### config.mk
export PLATFORM = sky130hd
export DESIGN_NAME = spi_fifo_subperipheral
export DESIGN_NICKNAME = d
export VERILOG_FILES = /design/src/rtl/spi_fifo_subperipheral.sv
export SDC_FILE = /design/constraint.sdc
export NUM_CORES = 1
export LEC_CHECK = 0
export CAP_MARGIN = 20
export CORE_MARGIN = 4
export CORE_UTILIZATION = 55
export CTS_BUF_LIST = sky130_fd_sc_hd__clkbuf_2 sky130_fd_sc_hd__clkbuf_4 sky130_fd_sc_hd__clkbuf_8
export DETAILED_ROUTE_END_ITERATION = 8
export PLACE_DENSITY_LB_ADDON = 0.05
export SLEW_MARGIN = 20
export SYNTH_ARGS = -nofsm -noshare
export SYNTH_HDL_FRONTEND = slang
export SYNTH_SLANG_ARGS = --single-unit
### constraint.sdc
create_clock -name clock -period 4.4 [get_ports clock]
set_input_delay 0.88 -clock clock [delete_from_list [all_inputs] [get_ports clock]]
set_output_delay 0.88 -clock clock [all_outputs]
set_load 0.05 [all_outputs]
### src/rtl/spi_fifo_subperipheral.sv
// Byte FIFO drained by an SPI host through address-decoded strobes and filled by fabric pushes.
// The host reads a status byte, performs burst reads that pop one byte per SPI byte, or flushes the FIFO.
module spi_fifo_subperipheral #(
  parameter int         DEPTH          = 16,
  parameter logic [7:0] ADDRESS_STATUS = 8'h20,
  parameter logic [7:0] ADDRESS_READ   = 8'h21,
  parameter logic [7:0] ADDRESS_FLUSH  = 8'h22
) (
  input  logic       clock,
  input  logic       reset_n,
  input  logic [7:0] address_in,
  input  logic       address_in_valid,
  input  logic       data_in_valid,
  output logic [7:0] data_out,
  output logic       data_out_valid,
  input  logic [7:0] write_data,
  input  logic       write_valid,
  output logic       write_ready
);

  localparam int         PW        = (DEPTH > 1) ? $clog2(DEPTH) : 1;
  localparam logic [5:0] DEPTH_CNT = 6'(DEPTH);

  typedef enum logic [1:0] {IDLE, STATUS, READ, IGNORE} state_t;

  state_t          state;
  logic [7:0]      mem [DEPTH];
  logic [PW-1:0]   wr_ptr;
  logic [PW-1:0]   rd_ptr;
  logic [PW-1:0]   rd_next;
  logic [5:0]      count;
  logic            underflow;
  logic            head_valid;   // presented byte is a real FIFO entry, not a 0x00 filler byte
  logic            addr_last;
  logic            data_last;

  logic            addr_rise;
  logic            addr_fall;
  logic            byte_done;
  logic            full;
  logic            empty;
  logic            flush;
  logic            push;
  logic            read_bd;
  logic            pop;
  logic [7:0]      status_byte;

  always_comb begin
    addr_rise   = address_in_valid & ~addr_last;
    addr_fall   = ~address_in_valid & addr_last;
    byte_done   = data_in_valid & ~data_last;
    full        = (count == DEPTH_CNT);
    empty       = (count == 6'd0);
    flush       = (state == IDLE) && addr_rise && (address_in == ADDRESS_FLUSH);
    push        = write_valid && !full && !flush;
    read_bd     = (state == READ) && byte_done && !addr_fall;
    pop         = read_bd && head_valid;
    rd_next     = rd_ptr + PW'(1);
    status_byte = {underflow, full, count};
  end

  assign write_ready = ~full;

  // NOTE: the storage array carries no reset; the pointers and count define which entries are live.
  always_ff @(posedge clock) begin
    if (push) mem[wr_ptr] <= write_data;
  end

  // NOTE: all sequential state uses non-blocking assignments so every branch sees pre-edge values.
  always_ff @(posedge clock or negedge reset_n) begin
    if (!reset_n) begin
      state          <= IDLE;
      wr_ptr         <= '0;
      rd_ptr         <= '0;
      count          <= '0;
      underflow      <= 1'b0;
      head_valid     <= 1'b0;
      addr_last      <= 1'b0;
      data_last      <= 1'b0;
      data_out       <= 8'h00;
      data_out_valid <= 1'b0;
    end else begin
      addr_last      <= address_in_valid;
      data_last      <= data_in_valid;
      data_out_valid <= 1'b0;

      if (flush) begin
        wr_ptr    <= '0;
        rd_ptr    <= '0;
        count     <= '0;
        underflow <= 1'b0;
      end else begin
        if (push) wr_ptr <= wr_ptr + PW'(1);
        if (pop)  rd_ptr <= rd_next;
        if (push && !pop)      count <= count + 6'd1;
        else if (pop && !push) count <= count - 6'd1;
        // The host consumed a 0x00 filler byte that held no FIFO entry.
        if (read_bd && !head_valid) underflow <= 1'b1;
      end

      if (addr_fall) begin
        state <= IDLE;
      end else begin
        case (state)
          IDLE: begin
            if (addr_rise) begin
              if (address_in == ADDRESS_STATUS) begin
                state          <= STATUS;
                data_out       <= status_byte;
                data_out_valid <= 1'b1;
              end else if (address_in == ADDRESS_READ) begin
                state          <= READ;
                data_out       <= empty ? 8'h00 : mem[rd_ptr];
                head_valid     <= !empty;
                data_out_valid <= 1'b1;
              end else begin
                state <= IGNORE;
              end
            end
          end
          STATUS: begin
            if (byte_done) begin
              data_out       <= status_byte;
              data_out_valid <= 1'b1;
            end
          end
          READ: begin
            if (byte_done) begin
              data_out_valid <= 1'b1;
              if (head_valid) begin
                // Popping the last entry always presents a 0x00 filler byte, even with a concurrent push.
                if (count == 6'd1) begin
                  data_out   <= 8'h00;
                  head_valid <= 1'b0;
                end else begin
                  data_out <= mem[rd_next];
                end
              end else if (!empty) begin
                data_out   <= mem[rd_ptr];
                head_valid <= 1'b1;
              end else begin
                data_out <= 8'h00;
              end
            end
          end
          default: ;
        endcase
      end
    end
  end

endmodule
==> results.yml <==
status:
  outcome: "complete, no violations"
logic_synthesis:
  ys_ff_latch: 157
  syn-num-nets: 512
  avgSynthCellArea_um2: 16.5
  async_reset_ff_frac: 0.185
  synthDistinctLibCells: 54
  netlist_area_um2: 7850
  yosysWarnings: 0
  syn_inst: 477
  synthFlopType: "edfxtp_1"
  synth_edf_count: 128
  synth-seq-area-share: 0.582
clock_tree:
  path_clk_slew_ns: 0.08
  post_cts_buffers: 0
  cts_buffers: 17
  clock_path_buffers: 2
  cts_hold_buf: 0
  cts.htree.levels: 4
  ctsResizeCount: 0
  clkLatencyLatePin_ns: 0.46
  clk_root_buffer_cell: "clkbuf_8"
  clock_sinks: 157
  cts_tree: "done"
power_and_ir_drop:
  pwr_density_cell_nw_per_um2: 659
  ir_drop_mv: 0.500
  power_mw: 5.71
  p_leak_nw: 2.97
global_routing:
  grt_busiest_layer: "met2"
  grt_max_degree: 67
  grt_pass1_vias: 4564
  met2_usage: 0.377
  grt_first_pass_wirelength_mm: 28.2
  grt_use_met1: 0.350
  groute.usage.overall: 0.243
  antenna_found_initial: 0
  grt-ovfl-total: 0
  grtUsageMet3: 0.0506
sta:
  setup_viol: 0
  finalHoldViolCount: 0
  worst_pin_slew_ns: 1.03
  setup-tns-final_ns: 0
  slew_headroom: 0.311
  clock_skew_ns: 0.0106
  maxSlewViolCount: 0
  min_period_ns: 3.33
  rsz0062_at_grt: "no"
  setup_ws_ns: 1.07
  fin_hold_ws_ns: 0.568
  fin_crit_sh: 0.757
  max_freq_ghz: 0.300
setup_path:
  cp.arrival_ns: 2.45
  worst-r2r-cell-count: 5
  end_kind: "output port"
  r2r-end: "data_out[2]"
  criticalPathCategory: "reg2out"
  rrSetupSlack_ns: 1.29
  worst-path-max-fanout: 7
  worstReg2RegStart: "rd_ptr[0]"
  startpoint_type: "flip-flop"
  worstPathRequired_ns: 3.52
layout:
  antenna_cells: 0
  fillCellCount: 1025
  area_growth_syn_to_layout_pct: 10.3
  fin_nets: 540
  drive_gt1_frac: 0.205
  layout_common_cells: "128 x edfxtp_1, 45 x mux4_2, 31 x nor2_1"
  final_common_cell: "edfxtp_1"
drt:
  drc: 0
  antenna_left: 0
  dr.pass1.iters: 5
  totalWireLength_mm: 18.7
  vias: 4671
  viasPerCell: 6.69
  wire_per_inst_um: 26.8
  first_iter_violations: 522
placement:
  hpwl_mm: 13.2
  gp_congestion: 0.830
  dp_slack_ns: 0.873
  port-buffer-count: 30
worst_hold_path:
  whs_endpoint: "data_out[3]"
  min_delay_path_depth: 2
  hold_class: "reg2reg"
  min_from: "data_out[3]"
floorplanning:
  core_area_um2: 13900
  initial_core_util: 0.563
  dieArea_um2: 16200
  die_x_um: 127
  rows: 43
  io_pins: 31
  die_h_um: 127
flow_run:
  maxCapViolCount: 0
-- through the flow --
step                       util  cell area (um^2)  instances
final                     0.621              8660        698
after global routing      0.621              8660        698
after CTS                 0.621              8660        698
after detailed placement  0.593              8260        666
after global placement    0.593              8260        666
after floorplan               -              7850        477
-- where the power goes --
part / switching (mW) / internal, mW / total [mW]
clock network: 0.552 / 0.521 / 1.07
registers: 0.204 / 1.85 / 2.06
logic: 1.38 / 1.20 / 2.58
-- critical path, cell delays in order (launching register included) --
cell,delay [ns]
dfrtp_1,0.46
inv_1,0.13
ha_1,0.22
nor2b_1,0.28
nand3_1,0.16
clkdlybuf4s50_1,0.74
-- Yosys cell counts (8+ instances only) --
master | instances | area share
a21o_1 | 9 | 0.0086
a22oi_1 | 17 | 0.016
a31oi_1 | 10 | 0.0080
and2_1 | 14 | 0.011
buf_2 | 8 | 0.0051
dfrtp_1 | 29 | 0.092
edfxtp_1 | 128 | 0.49
ha_1 | 14 | 0.022
inv_1 | 17 | 0.0081
mux2_2 | 16 | 0.023
mux4_1 | 19 | 0.064
mux4_2 | 45 | 0.13
nand2_1 | 13 | 0.0062
nand3_1 | 9 | 0.0057
nor2_1 | 31 | 0.015
nor3_1 | 10 | 0.0064
-- layer usage --
| layer | up-vias | routed length [um] | part of all wire |
|---|---|---|---|
| met3 | 28 | 1260 | 0.067 |
| met2 | 195 | 8940 | 0.48 |
| met4 | 0 | 434 | 0.023 |
| met5 | - | 0 | 0 |
| li1 | 2013 | - | - |
| met1 | 2435 | 8080 | 0.43 |
-- cell type report --
class / instances / area (um^2) / share of cell area
clock inverter: 14 / 155 / 0.0179
multi-input combinational: 276 / 3050 / 0.353
tap: 180 / 225 / 0.0260
timing repair buffer: 36 / 345 / 0.0399
clock buffer: 18 / 241 / 0.0279
inverter: 17 / 63.8 / 0.00737
sequential: 157 / 4570 / 0.528
-- kinds of logic (layout without fill, tap and decap cells) --
| logic type | Yosys count | count (layout) | synth area share |
|---|---|---|---|
| DFF | 157 | 157 | 0.582 |
| and+or+nand+nor | 103 | 103 | 0.0738 |
| muxes | 81 | 81 | 0.217 |
| AOI/OAI and AO/OA | 67 | 67 | 0.0625 |
| buffers and inverters | 44 | 85 | 0.0292 |
| adders and majority gates | 14 | 14 | 0.0223 |
| xor gates and xnor gates | 11 | 11 | 0.0132 |
-- worst max-delay path by stage --
| stage | start | to | cells past startpoint |
|---|---|---|---|
| CTS | count[1] | write_ready | 5 |
| detailed placement | address_in_valid | mem[7][6] | 6 |
| floorplan | address_in_valid | mem[10][0] | 6 |
| global placement | address_in_valid | mem[8][7] | 6 |
| global route | count[1] | write_ready | 5 |
| finish | count[1] | write_ready | 5 |
-- state kept, by name (all words and copies together) (netlist names) --
| register | count |
|---|---|
| addr_last | 1 |
| count | 6 |
| data_last | 1 |
| data_out | 8 |
| data_out_valid | 1 |
| head_valid | 1 |
| mem | 128 |
| rd_ptr | 4 |
| state | 2 |
| underflow | 1 |
| wr_ptr | 4 |
No activity file was read; power rests on OpenSTA's default activity.
